## config.mk

```make
export PLATFORM = sky130hd
export DESIGN_NAME = sp_ram_arbiter_flat
export DESIGN_NICKNAME = d
export VERILOG_FILES = /design/src/rtl/sp_ram_arbiter_if.sv /design/src/rtl/sp_ram_arbiter.sv /design/src/flat_wrapper.sv
export SDC_FILE = /design/constraint.sdc
export NUM_CORES = 1
export LEC_CHECK = 0
export CORE_MARGIN = 8
export CORE_UTILIZATION = 41
export DETAILED_ROUTE_END_ITERATION = 16
export PLACE_DENSITY = 0.78
export SLEW_MARGIN = 20
export SYNTH_ARGS = -nofsm -noshare
export SYNTH_HDL_FRONTEND = slang
export SYNTH_SLANG_ARGS = --single-unit
```

## constraint.sdc

```tcl
create_clock -name clk -period 1.92 [get_ports clk]
set_clock_uncertainty 0.2 [all_clocks]
set_input_delay 0.384 -clock clk [delete_from_list [all_inputs] [get_ports clk]]
set_output_delay 0.384 -clock clk [all_outputs]
set_load 0.1 [all_outputs]
```

## src/rtl/sp_ram_arbiter_if.sv

```systemverilog
`default_nettype none
// ============================================================================
// Module   : sp_ram_arbiter_if
// Purpose  : Bundles the two requester ports and the single-port RAM pins
//            served by sp_ram_arbiter.
// Ports    : a_*/b_*  requester A/B handshake (req, wr, addr, wdata in;
//                     gnt, done, err, rdata out of the arbiter)
//            ram_*    RAM chip select, direction strobes, address, write data
//                     with output enable, and sampled read data
// Modports : slave  - arbiter side
//            master - requesters / RAM side
// Revision : 1.0 - initial release
// ============================================================================
interface sp_ram_arbiter_if #(
  parameter int ADDR  = 4,
  parameter int WIDTH = 8
);
  logic             a_req;
  logic             a_wr;
  logic [ADDR-1:0]  a_addr;
  logic [WIDTH-1:0] a_wdata;
  logic             a_gnt;
  logic             a_done;
  logic             a_err;
  logic [WIDTH-1:0] a_rdata;

  logic             b_req;
  logic             b_wr;
  logic [ADDR-1:0]  b_addr;
  logic [WIDTH-1:0] b_wdata;
  logic             b_gnt;
  logic             b_done;
  logic             b_err;
  logic [WIDTH-1:0] b_rdata;

  logic             ram_cs;
  logic             ram_wr_rd;
  logic             ram_op_en;
  logic [ADDR-1:0]  ram_addr;
  logic [WIDTH-1:0] ram_wdata;
  logic             ram_oe;
  logic [WIDTH-1:0] ram_rdata;

  modport slave (
    input  a_req, a_wr, a_addr, a_wdata,
    input  b_req, b_wr, b_addr, b_wdata,
    input  ram_rdata,
    output a_gnt, a_done, a_err, a_rdata,
    output b_gnt, b_done, b_err, b_rdata,
    output ram_cs, ram_wr_rd, ram_op_en, ram_addr, ram_wdata, ram_oe
  );

  modport master (
    output a_req, a_wr, a_addr, a_wdata,
    output b_req, b_wr, b_addr, b_wdata,
    output ram_rdata,
    input  a_gnt, a_done, a_err, a_rdata,
    input  b_gnt, b_done, b_err, b_rdata,
    input  ram_cs, ram_wr_rd, ram_op_en, ram_addr, ram_wdata, ram_oe
  );
endinterface
`default_nettype wire

```

## src/rtl/sp_ram_arbiter.sv

```systemverilog
`default_nettype none
// ============================================================================
// Module   : sp_ram_arbiter
// Purpose  : Arbitrates two requesters onto one single-port RAM. Each
//            transaction runs IDLE -> ACCESS -> RESP (3 cycles); all outputs
//            are registered. Addresses >= DEPTH never reach the RAM and are
//            answered with done + err.
// Ports    : clk    - rising-edge clock
//            rst_n  - asynchronous active-low reset
//            bus    - sp_ram_arbiter_if.slave (requester A/B and RAM pins)
// Options  : SP_RAM_ARB_FIXED_PRIO_EN - when defined, A always wins
//            simultaneous requests and no last-served pointer exists;
//            otherwise contention is resolved round-robin.
// Revision : 1.0 - initial release
// ============================================================================
module sp_ram_arbiter #(
  parameter int ADDR  = 4,
  parameter int DEPTH = 8,
  parameter int WIDTH = 8
) (
  input  logic               clk,
  input  logic               rst_n,
  sp_ram_arbiter_if.slave    bus
);

  localparam logic [ADDR:0] DEPTH_W = DEPTH[ADDR:0];

  typedef enum logic [1:0] {
    IDLE   = 2'd0,
    ACCESS = 2'd1,
    RESP   = 2'd2
  } state_e;

  state_e           state_q;
  logic             win_b_q;      // current transaction belongs to B
  logic             wr_q;
  logic             oor_q;        // latched address is out of range
`ifndef SP_RAM_ARB_FIXED_PRIO_EN
  logic             last_b_q;     // B was served most recently
`endif

  logic             a_gnt_q, b_gnt_q;
  logic             a_done_q, b_done_q;
  logic             a_err_q, b_err_q;
  logic [WIDTH-1:0] a_rdata_q, b_rdata_q;
  logic             ram_cs_q, ram_wr_rd_q, ram_op_en_q, ram_oe_q;
  logic [ADDR-1:0]  ram_addr_q;
  logic [WIDTH-1:0] ram_wdata_q;

  logic             pick_b_d;
  logic             wr_d;
  logic [ADDR-1:0]  addr_d;
  logic [WIDTH-1:0] wdata_d;
  logic             oor_d;

  // Winner selection and mux of the winner's request fields.
  always_comb begin
`ifdef SP_RAM_ARB_FIXED_PRIO_EN
    pick_b_d = bus.b_req & ~bus.a_req;
`else
    // Under contention the requester not served last takes the slot.
    pick_b_d = bus.b_req & (~bus.a_req | ~last_b_q);
`endif
    wr_d    = pick_b_d ? bus.b_wr    : bus.a_wr;
    addr_d  = pick_b_d ? bus.b_addr  : bus.a_addr;
    wdata_d = pick_b_d ? bus.b_wdata : bus.a_wdata;
    oor_d   = {1'b0, addr_d} >= DEPTH_W;
  end

  always_ff @(posedge clk or negedge rst_n) begin
    if (!rst_n) begin
      state_q     <= IDLE;
      win_b_q     <= 1'b0;
      wr_q        <= 1'b0;
      oor_q       <= 1'b0;
`ifndef SP_RAM_ARB_FIXED_PRIO_EN
      last_b_q    <= 1'b1;
`endif
      a_gnt_q     <= 1'b0;
      b_gnt_q     <= 1'b0;
      a_done_q    <= 1'b0;
      b_done_q    <= 1'b0;
      a_err_q     <= 1'b0;
      b_err_q     <= 1'b0;
      a_rdata_q   <= '0;
      b_rdata_q   <= '0;
      ram_cs_q    <= 1'b0;
      ram_wr_rd_q <= 1'b0;
      ram_op_en_q <= 1'b1;
      ram_oe_q    <= 1'b0;
      ram_addr_q  <= '0;
      ram_wdata_q <= '0;
    end else begin
      // Pulses last exactly one cycle unless re-asserted below.
      a_gnt_q  <= 1'b0;
      b_gnt_q  <= 1'b0;
      a_done_q <= 1'b0;
      b_done_q <= 1'b0;
      a_err_q  <= 1'b0;
      b_err_q  <= 1'b0;
      case (state_q)
        IDLE: begin
          if (bus.a_req || bus.b_req) begin
            state_q     <= ACCESS;
            win_b_q     <= pick_b_d;
            wr_q        <= wr_d;
            oor_q       <= oor_d;
`ifndef SP_RAM_ARB_FIXED_PRIO_EN
            last_b_q    <= pick_b_d;
`endif
            a_gnt_q     <= ~pick_b_d;
            b_gnt_q     <= pick_b_d;
            // Out-of-range accesses keep the RAM deselected and undriven.
            ram_cs_q    <= ~oor_d;
            ram_oe_q    <= wr_d & ~oor_d;
            ram_wr_rd_q <= wr_d;
            ram_op_en_q <= ~wr_d;
            ram_addr_q  <= addr_d;
            ram_wdata_q <= wdata_d;
          end
        end
        ACCESS: begin
          state_q <= RESP;
          // RAM drove read data on the falling edge inside ACCESS.
          if (!oor_q && !wr_q) begin
            if (win_b_q) b_rdata_q <= bus.ram_rdata;
            else         a_rdata_q <= bus.ram_rdata;
          end
          a_done_q    <= ~win_b_q;
          b_done_q    <= win_b_q;
          a_err_q     <= ~win_b_q & oor_q;
          b_err_q     <= win_b_q & oor_q;
          ram_cs_q    <= 1'b0;
          ram_oe_q    <= 1'b0;
          ram_wr_rd_q <= 1'b0;
          ram_op_en_q <= 1'b1;
        end
        RESP: begin
          state_q <= IDLE;
        end
        default: begin
          state_q <= IDLE;
        end
      endcase
    end
  end

  assign bus.a_gnt     = a_gnt_q;
  assign bus.b_gnt     = b_gnt_q;
  assign bus.a_done    = a_done_q;
  assign bus.b_done    = b_done_q;
  assign bus.a_err     = a_err_q;
  assign bus.b_err     = b_err_q;
  assign bus.a_rdata   = a_rdata_q;
  assign bus.b_rdata   = b_rdata_q;
  assign bus.ram_cs    = ram_cs_q;
  assign bus.ram_wr_rd = ram_wr_rd_q;
  assign bus.ram_op_en = ram_op_en_q;
  assign bus.ram_oe    = ram_oe_q;
  assign bus.ram_addr  = ram_addr_q;
  assign bus.ram_wdata = ram_wdata_q;

endmodule
`default_nettype wire

```

## src/flat_wrapper.sv

```systemverilog
// flat-port wrapper written by rule: the top's interface ports become plain ports
module sp_ram_arbiter_flat 
#(
  parameter int ADDR  = 4,
  parameter int DEPTH = 8,
  parameter int WIDTH = 8
)
  (clk, rst_n, bus_a_req, bus_a_wr, bus_a_addr, bus_a_wdata, bus_b_req, bus_b_wr, bus_b_addr, bus_b_wdata, bus_ram_rdata, bus_a_gnt, bus_a_done, bus_a_err, bus_a_rdata, bus_b_gnt, bus_b_done, bus_b_err, bus_b_rdata, bus_ram_cs, bus_ram_wr_rd, bus_ram_op_en, bus_ram_addr, bus_ram_wdata, bus_ram_oe);
  sp_ram_arbiter_if #(.ADDR(ADDR), .WIDTH(WIDTH)) bus_i ();
  input  logic clk;
  input  logic rst_n;
  input wire logic [$bits(bus_i.a_req)-1:0] bus_a_req;
  input wire logic [$bits(bus_i.a_wr)-1:0] bus_a_wr;
  input wire logic [$bits(bus_i.a_addr)-1:0] bus_a_addr;
  input wire logic [$bits(bus_i.a_wdata)-1:0] bus_a_wdata;
  input wire logic [$bits(bus_i.b_req)-1:0] bus_b_req;
  input wire logic [$bits(bus_i.b_wr)-1:0] bus_b_wr;
  input wire logic [$bits(bus_i.b_addr)-1:0] bus_b_addr;
  input wire logic [$bits(bus_i.b_wdata)-1:0] bus_b_wdata;
  input wire logic [$bits(bus_i.ram_rdata)-1:0] bus_ram_rdata;
  output wire logic [$bits(bus_i.a_gnt)-1:0] bus_a_gnt;
  output wire logic [$bits(bus_i.a_done)-1:0] bus_a_done;
  output wire logic [$bits(bus_i.a_err)-1:0] bus_a_err;
  output wire logic [$bits(bus_i.a_rdata)-1:0] bus_a_rdata;
  output wire logic [$bits(bus_i.b_gnt)-1:0] bus_b_gnt;
  output wire logic [$bits(bus_i.b_done)-1:0] bus_b_done;
  output wire logic [$bits(bus_i.b_err)-1:0] bus_b_err;
  output wire logic [$bits(bus_i.b_rdata)-1:0] bus_b_rdata;
  output wire logic [$bits(bus_i.ram_cs)-1:0] bus_ram_cs;
  output wire logic [$bits(bus_i.ram_wr_rd)-1:0] bus_ram_wr_rd;
  output wire logic [$bits(bus_i.ram_op_en)-1:0] bus_ram_op_en;
  output wire logic [$bits(bus_i.ram_addr)-1:0] bus_ram_addr;
  output wire logic [$bits(bus_i.ram_wdata)-1:0] bus_ram_wdata;
  output wire logic [$bits(bus_i.ram_oe)-1:0] bus_ram_oe;
  assign bus_i.a_req = bus_a_req;
  assign bus_i.a_wr = bus_a_wr;
  assign bus_i.a_addr = bus_a_addr;
  assign bus_i.a_wdata = bus_a_wdata;
  assign bus_i.b_req = bus_b_req;
  assign bus_i.b_wr = bus_b_wr;
  assign bus_i.b_addr = bus_b_addr;
  assign bus_i.b_wdata = bus_b_wdata;
  assign bus_i.ram_rdata = bus_ram_rdata;
  assign bus_a_gnt = bus_i.a_gnt;
  assign bus_a_done = bus_i.a_done;
  assign bus_a_err = bus_i.a_err;
  assign bus_a_rdata = bus_i.a_rdata;
  assign bus_b_gnt = bus_i.b_gnt;
  assign bus_b_done = bus_i.b_done;
  assign bus_b_err = bus_i.b_err;
  assign bus_b_rdata = bus_i.b_rdata;
  assign bus_ram_cs = bus_i.ram_cs;
  assign bus_ram_wr_rd = bus_i.ram_wr_rd;
  assign bus_ram_op_en = bus_i.ram_op_en;
  assign bus_ram_addr = bus_i.ram_addr;
  assign bus_ram_wdata = bus_i.ram_wdata;
  assign bus_ram_oe = bus_i.ram_oe;
  sp_ram_arbiter #(.ADDR(ADDR), .DEPTH(DEPTH), .WIDTH(WIDTH)) u_core (.clk(clk), .rst_n(rst_n), .bus(bus_i));
endmodule
```

After elaboration in Yosys (flattened, before gate mapping):

Index checks and enable logic that the tools add are counted.

* word-level logic and storage cells: 64
* register bits after elaboration: 44
* output and inout bits: 38

* equal/unequal tests: 2
* $lt $le $gt $ge: 1
* mux-type cells: 21
* reduce and logical (&&, ||, !) cells: 10
* bitwise gates (word level): 11

Operator list (count)
* $mux 1: 13
* $mux 8: 1
* $pmux 1 s2: 4
* $not 1->1: 6
* $reduce_and 3->1: 2
* $and 1x1->1: 4
* $ge 4x4->1 const B: 1
* $mux 4: 1
* $pmux 2 s2: 1
* $reduce_and 2->1: 2
* $eq 2x1->1 const B: 1
* $logic_not 1->1: 2
* $logic_not 2->1: 1
* $mux 2: 1
* $ne 2x1->1 const B: 1
* $reduce_bool 2->1: 1
* $logic_and 1x1->1: 1
* $logic_or 1x1->1: 1
* $or 1x1->1: 1

Logic depth before layout (Yosys ltp):

Gate-level depths: netlist of the first run.

* word-level depth: 9
* mapped depth: 5

Least setup slack after synthesis of the first run:

Ideal clock, no wire load.

* kind: flip-flop to flip-flop
* from: register u_core.last_b_q
* to: register u_core.ram_addr_q[2] (netlist: u_core.bus.ram_addr[2])
* arrival time: 1.278 ns
* data required time: 1.594 ns
* setup slack: 0.316 ns
* buffers on the path: 0
* cell stages (with the launch flop): 4
* clock period less this slack: 1.604 ns
* cell sequence: dfstp_2 > a21bo_2 > mux2_2 > mux2_2

* longest elaborated chain between the ends: 4

Ends and longest elaborated chain
* from (decl): line sp_ram_arbiter.sv:39 `logic last_b_q;`
* from (signal assigned): line sp_ram_arbiter.sv:109 `last_b_q <= pick_b_d;`
* $not 1->1: line sp_ram_arbiter.sv:62 `pick_b_d = bus.b_req & (~bus.a_req | ~last_b_q);`
* $or 1x1->1: line sp_ram_arbiter.sv:62
* $and 1x1->1: line sp_ram_arbiter.sv:62
* $mux 4: line sp_ram_arbiter.sv:65 `addr_d = pick_b_d ? bus.b_addr : bus.a_addr;`
* to (signal assigned): line sp_ram_arbiter.sv:118 `ram_addr_q <= addr_d;`
* to (decl): line sp_ram_arbiter.sv:47 `logic [ADDR-1:0] ram_addr_q;`

Every way passes these cells.
A chain may end at the register's enable or synchronous reset.

Worst setup path after layout of the first run:

* from: input port bus_a_req
* to: register u_core.ram_addr_q[2] (netlist: u_core.bus.ram_addr[2])

* longest elaborated chain between the ends: 4
* elaborated cells between the ends (all ways): 6
* those cells by class: mux: 1; bitwise: 3; reduce/logical: 2

Ends and longest elaborated chain
* from (decl): line flat_wrapper.sv:12 `input wire logic [$bits(bus_i.a_req)-1:0] bus_a_req;`
* $not 1->1: line sp_ram_arbiter.sv:62
* $or 1x1->1: line sp_ram_arbiter.sv:62
* $and 1x1->1: line sp_ram_arbiter.sv:62
* $mux 4: line sp_ram_arbiter.sv:65

Parallel ways exist; a longest one is shown, timed or not.

==> results summary, run 1 <==
The run finished with clean final reports. The number of distinct standard cells referenced by the synthesized netlist is 27. The total die area came out at 6560 um2. The area added between synthesis and finish came out at 77.2%. The post-route minimum period came out at 1.82 ns. In this run the tool buffered the top-level ports with 75 buffer cells.

The share of synthesized registers carrying an async set or reset is 100%. The synthesized design contains 0 enable-type register cells. The element type at the critical path end is a flip-flop. dfrtp_1 takes more of the synthesized area than any other cell.

The number of clock buffers inserted by TritonCTS is 5. By count the netlist is led by dfrtp_1 (41), mux2_2 (21), a221o_1 (9), and4_1 (9), o21ai_0 (6). After global routing, the most crowded layer is met2.

Global routing consumed, on the met1 layer, between 15 and 20% of the routing resources. The transition time at the pin with the least slew margin is between 0.4 and 0.5 ns. The worst endpoint required time came out at roughly 1.9 ns.

At the end of the flow, the number of nets in the layout was 243. The HPWL after detailed placement came out at just under 4000 um. The share of the core filled with cells in the final layout is between 70% and 80%. The via count of the first global-routing pass came to ~1500. The final route contains between 1000 and 1500 vias. The area of the multi-input gates is between 600 and 700 um2.

The area share of the largest cell type after synthesis came out at approximately three fifths. The largest net degree at the start of global routing is 44. The met2 usage came out at 26.1%. After synthesis the netlist holds a flip-flop and latch count of between 40 and 50. The horizontal die dimension is around 81 um.

After detailed routing, the number of remaining DRC violations is 0. The type of the worst min-delay path is reg2reg. Summing all flip-flop and latch instances after layout gives roughly 1100 um2.

The worst setup path is launched from an input port. The ratio of cells with drive above 1 in the final layout came out at between 40% and 50%. Dividing the detail-routed via count by the number of cells gives approximately 5.3. The TritonCTS clock tree is done. The number of antenna diodes is 0. Setup violations remaining at the end of the flow were counted as 0. The total instance count after detailed placement is about 250. The later pin in the worst-skew pair is clocked with a latency of between 0.2 and 0.3 ns. The routed wire length per instance is 18.3 um.

Excluding fillers, the count of instances in the completed layout stands at 256. Averaged over all synthesized cells, the footprint is 14.6 um2. Counting along the longest clock path gives a buffer depth of 2. The H-tree depth came out at 2. The total detailed-routing wirelength is around 4700 um. The filler cell count came out at between 200 and 300. Derived from the worst setup path, the maximum achievable clock frequency is between 0.5 and 0.6 GHz. Setup repair after global routing left no endpoint under its margin. The count of pins over their slew limit came out at 0.

The total area inside the core boundary comes to between 4000 and 5000 um2. The number of hold-slack violations in the final timing report came out at 0. The floorplan has 23 rows.

The aggregate global-route resource usage is 15.2%. The routability congestion estimate came out at approximately 0.73. After clock tree synthesis, the clock-pin slew on the worst setup and hold paths is roughly 0.07 ns.

The arrival time of the worst setup path came out at between 1.5 and 2 ns. The violation count after the first detailed-route iteration came out at 67. The net count after synthesis came out at 157. The critical path is of the in2reg type. dfrtp_1 is the most common cell in the netlist.

Max-cap violations in this run came to 0. The global-route wire length before repair came out at 7820 um. The first detailed-routing pass took 4 iterations. After layout, the worst path uses a little over nine tenths of the clock period. The most used flip-flop cell after synthesis is dfrtp_1. The count of nets left with antenna violations after detail routing came out at 0. The met3 global-route usage is 6.73%. The effective utilization at floorplan came out at 43.0%. The number of top-level pins is between 70 and 80. By area the synthesized netlist is led by dfrtp_1 (59%), mux2_2 (14%), a221o_1 (5.2%).

The synthesized instance count came out at 119. The die extent in y came out at a little over 80 um. The worst slew margin relative to its limit came out at between 60% and 70%.

The post-synthesis instance area came out at 1730 um2. For this run, the number of Yosys warnings is 0. The highest fanout seen on the critical path came out at 5. The clock sink total came out at 43.

Clock tree synthesis selected as its root buffer the cell clkbuf_8. Sequential cells were found to cover between 60 and 70% of the synthesized design area. The initial antenna violation count came out at 0. Global routing finished with a remaining overflow of 0.
## per-layer routing
layer  up-vias  routed length (um)
met5         -                   0
met4         0                  37
met3         7                 513
met2        75                2290
met1       662                1840
li1        618                   -
## per-stage QoR
stage / setup TNS [ns] / area [um2] / hold WS (ns) / setup WS, ns
floorplan: 0 / 1730 / -0.112 / 0.316
global placement: -1.39 / 2970 / 0.170 / -0.124
detailed placement: -2.91 / 2970 / 0.176 / -0.199
CTS: 0 / 3070 / 0.326 / 0.101
global route: 0 / 3070 / 0.342 / 0.0584
finish: 0 / 3070 / 0.324 / 0.102
## worst paths after layout
kind                                                 endpoint                         from  depth (start not counted)  slack (ns)
max                        u_core.bus.ram_addr[2]$_DFFE_PN0P_                    bus_a_req                          4        0.10
max in group asynchronous    u_core.bus.ram_op_en$_DFFE_PN1P_                        rst_n                          3        0.86
min reg2reg                       u_core.last_b_q$_DFFE_PN1P_  u_core.last_b_q$_DFFE_PN1P_                          1        0.32
max reg2reg                u_core.bus.ram_addr[2]$_DFFE_PN0P_  u_core.last_b_q$_DFFE_PN1P_                          3        0.25
min                               u_core.last_b_q$_DFFE_PN1P_  u_core.last_b_q$_DFFE_PN1P_                          1        0.32
min in group asynchronous   u_core.bus.a_rdata[4]$_DFFE_PN0P_                        rst_n                          3        0.40
## cells in the final DEF (no fill, tap or decap), drive strengths merged, types with 2 or more instances in the layout
cell type | Yosys | final
a21o | 2 | 2
dfstp | 2 | 2
and4 | 9 | 9
mux2i | 2 | 2
nand2 | 2 | 2
mux2 | 22 | 22
o21ai | 6 | 6
inv | 2 | 2
and2 | 2 | 2
dfrtp | 41 | 41
buf | 4 | 49
nor2 | 3 | 3
nor3 | 2 | 2
a221o | 9 | 9
clkdlybuf4s50 | 0 | 36
clkbuf | 3 | 6
## flip-flops by register name, summed over array words and instances (netlist names), 2 cells and up
name and flops:
u_core.state_q 2, u_core.bus.ram_addr 4, u_core.bus.b_rdata 8, u_core.bus.ram_wdata 8, u_core.bus.a_rdata 8
## final cells by class
class / count / area share [%]
clock inverter: 2 / 0.408
sequential: 43 / 35.2
tap: 50 / 2.04
inverter: 2 / 0.245
timing repair buffer: 86 / 39.9
multi-input combinational: 67 / 19.9
clock buffer: 6 / 2.37
## cells by family (layout without fill, tap and decap cells)
group	Yosys count	after routing	synth area share (%)
DFF	43	43	62.3
muxes	24	24	15.7
and+or+nand+nor	23	23	10.3
AOI/OAI and AO/OA	20	20	9.32
buffers and inverters	9	96	2.46
## worst max-delay path, cell delays in order
cell,delay [ns]
clkdlybuf4s50_1,0.55
a21bo_2,0.24
mux2_2,0.35
mux2_2,0.26
## repair_timing
action	in CTS	in global routing
gates resized for setup	0	0
endpoints found under the hold margin	41	0
hold buffers	1	0
buffers inserted	0	0
Power of run 1 is not shown: default switching activity piles up to over one toggle a cycle in this logic, so the estimate is an artifact.
==> inputs of run 2 (changes only) <==
Settings changed: CELL_PAD_IN_SITES_DETAIL_PLACEMENT set to 0, CELL_PAD_IN_SITES_GLOBAL_PLACEMENT set to 1, CORE_UTILIZATION 41 to 32, PLACE_DENSITY 0.78 to not set, PLACE_DENSITY_LB_ADDON set to 0.1.
==> run 2 against run 1 <==
- final cell count up 7.8%
- die area up 22%
- global-route usage down 3.5 points
- critical endpoint is now u_core.bus.ram_wdata[7]$_DFFE_PN0P_
- highest routed layer unchanged
==> results summary, run 2 (same netlist as run 1, synthesis figures left out) <==
The largest net degree at the start of global routing came out at 24 (-45%). The clock sink total is 43 (unchanged). The total instance count after detailed placement came out at 267 (+8.1%). The ratio of cells with drive above 1 in the final layout is 41.3% (-0.49 points). The total detailed-routing wirelength is 4440 um (-5.1%).

The detailed-route via count came out at 1332 (-2.2%). The final number of setup-violating endpoints came out at 0 (unchanged). The number of instances resized during post-cts repair was 0 (unchanged). The residual overflow from global routing came out at 0 (unchanged). The count of buffers inserted at the top-level ports came out at 75 (unchanged). The worst endpoint required time came to 1.89 ns (about the same). The post-placement cell area was 3000 um2 (+0.84%). From synthesis to final layout, the design area changed by 78.4%.

The met3 global-route usage is 6.53% (-0.21 points). The core area is 5170 um2 (+28%). The total number of placement rows came out at 26 (+13%).

The violation count after the first detailed-route iteration is 55 (-18%). Leaving out fill and tap cells, the most frequent cells in the layout are dfrtp_1 (41), buf_12 (39), clkdlybuf4s50_1 (36), mux2_2 (21). The number of antenna diodes came out at 0 (unchanged). The worst slew margin relative to its limit is 64.8% (-3.3 points). The horizontal die dimension is 89.6 um (+11%). The worst-skew pair later-pin latency was 0.29 ns (about the same).

The number of top-level pins is 76 (unchanged). The highest fanout seen on the critical path is 5 (unchanged). TritonCTS built the clock tree. The largest buffer count on any clock path came out at 2 (unchanged). The worst setup path is captured at a flip-flop. The maximum clock frequency came out at 0.575 GHz (+4.5%). The number of hold-slack violations in the final timing report was 0 (unchanged). The arrival time of the worst setup path came out at 1.71 ns (-0.08 ns). The run finished with clean final reports. The H-tree depth is 2 (unchanged).

The total die area was 8020 um2 (+22%). The global-route wire length before repair came out at 7250 um (-7.3%). The post-route minimum period is 1.74 ns (-0.0783 ns). Setup repair after global routing left no endpoint under its margin. The setup TNS is 0 ns (unchanged). STA classifies the critical path startpoint as an input port. The net total in the final layout is 243 (unchanged). The total setup buffers inserted after CTS is 0 (unchanged).

The global routing stage identified its most utilized layer as met2. The die extent in y is 89.6 um (+11%). The number of max-cap violations is 0 (unchanged). The initial antenna violation count came out at 0 (unchanged).

The number of hold buffers added after CTS is 1 (unchanged). The number of detailed-routing iterations run before antenna repair came to 4 (unchanged). By startpoint and endpoint, the worst setup path is classified as in2reg. The type of the worst min-delay path is reg2reg.

The count of pins over their slew limit is 0 (unchanged). The buffer cell driving the clock tree root is clkbuf_8. The HPWL after detailed placement is 3560 um (-8.1%). The mean number of vias per cell is 4.83 (-9.3%).

The post-route cell area is 3090 um2 (+0.69%). The library cell used most frequently in the layout, excluding fill and tap cells, is dfrtp_1. The remaining design rule violation count came to 0 (unchanged). The met1 usage in global routing was 12.8% (-4.0 points).

The count of non-filler cells in the finished layout came to 276 (+7.8%). The aggregate global-route resource usage came to 11.7% (-3.5 points). The count of nets left with antenna violations after detail routing came out at 0 (unchanged). The portion of the clock cycle consumed by the worst path in the final layout came to 90.6% (-4.1 points).

The clock transition at the registers of the reported paths came to 0.07 ns (about the same). The via count of the first global-routing pass is 1549 (unchanged). The number of clock buffers inserted by TritonCTS came out at 5 (unchanged). The effective utilization at floorplan is 33.5% (-9.5 points).

The filler cell count is 410 (+59%). The transition time at the pin with the least slew margin is 0.529 ns (+0.0526 ns). The smallest setup slack after layout was 0.180 ns (+0.0783 ns).

The met2 usage came out at 18.7% (-7.4 points). The routability congestion estimate is 0.685 (-6.5%). The routed wire length per instance came out at 16.1 um (-12%). The post-placement setup slack came out at -0.131 ns (+0.0680 ns).
run 2: cell type report:
cell class / instances / area [um2] / area share [%]
repair buffers: 86 / 1220 / 39.6
flip-flops and latches: 43 / 1080 / 34.9
multi-input cells: 67 / 611 / 19.8
well taps: 70 / 87.6 / 2.84
clock buffers: 7 / 76.3 / 2.47
inverters: 2 / 7.51 / 0.243
clock inverters: 1 / 5.00 / 0.162
run 2: final timing paths:
check | from | to | slack [ns] | cells past startpoint
worst max-delay path | bus_a_req | u_core.bus.ram_wdata[7]$_DFFE_PN0P_ | 0.18 | 4
worst min-delay path | u_core.win_b_q$_DFFE_PN0P_ | u_core.bus.a_done$_DFF_PN0_ | 0.32 | 1
worst max register to register | u_core.state_q[1]$_DFFE_PN0P_ | u_core.bus.b_rdata[0]$_DFFE_PN0P_ | 0.22 | 3
worst min register to register | u_core.win_b_q$_DFFE_PN0P_ | u_core.bus.a_done$_DFF_PN0_ | 0.32 | 1
max in group asynchronous | rst_n | u_core.last_b_q$_DFFE_PN1P_ | 0.52 | 3
min in group asynchronous | rst_n | u_core.bus.ram_wdata[5]$_DFFE_PN0P_ | 0.41 | 2
run 2: through the flow:
| step | util [%] | hold slack (ns) |
|---|---|---|
| final | 59.7 | 0.320 |
| after global routing | 59.7 | 0.335 |
| after CTS | 59.7 | 0.315 |
| after detailed placement | 58.0 | 0.193 |
| after global placement | 58.0 | 0.177 |
| after floorplan | - | -0.112 |
run 2: critical path, cell delays in order:
cell             delay (ns)
clkdlybuf4s50_1        0.51
a21bo_2                0.22
mux2_2                 0.34
mux2_2                 0.26
run 2: per-layer routing:
metal | part of all wire [%] | up-vias | wire length, um
met3 | 12 | 10 | 534
li1 | - | 610 | -
met1 | 39 | 650 | 1740
met5 | 0 | - | 0
met4 | 1.7 | 0 | 76
met2 | 47 | 62 | 2090
Power of run 2 is left out for the same reason.
==> inputs of run 3 (changes only) <==
Settings changed: ABC_CLOCK_PERIOD_IN_PS set to 1920.
==> results of run 3 <==
Final layout, timing and power as in run 2 (identical DEF).
Power of run 3 is left out for the same reason.
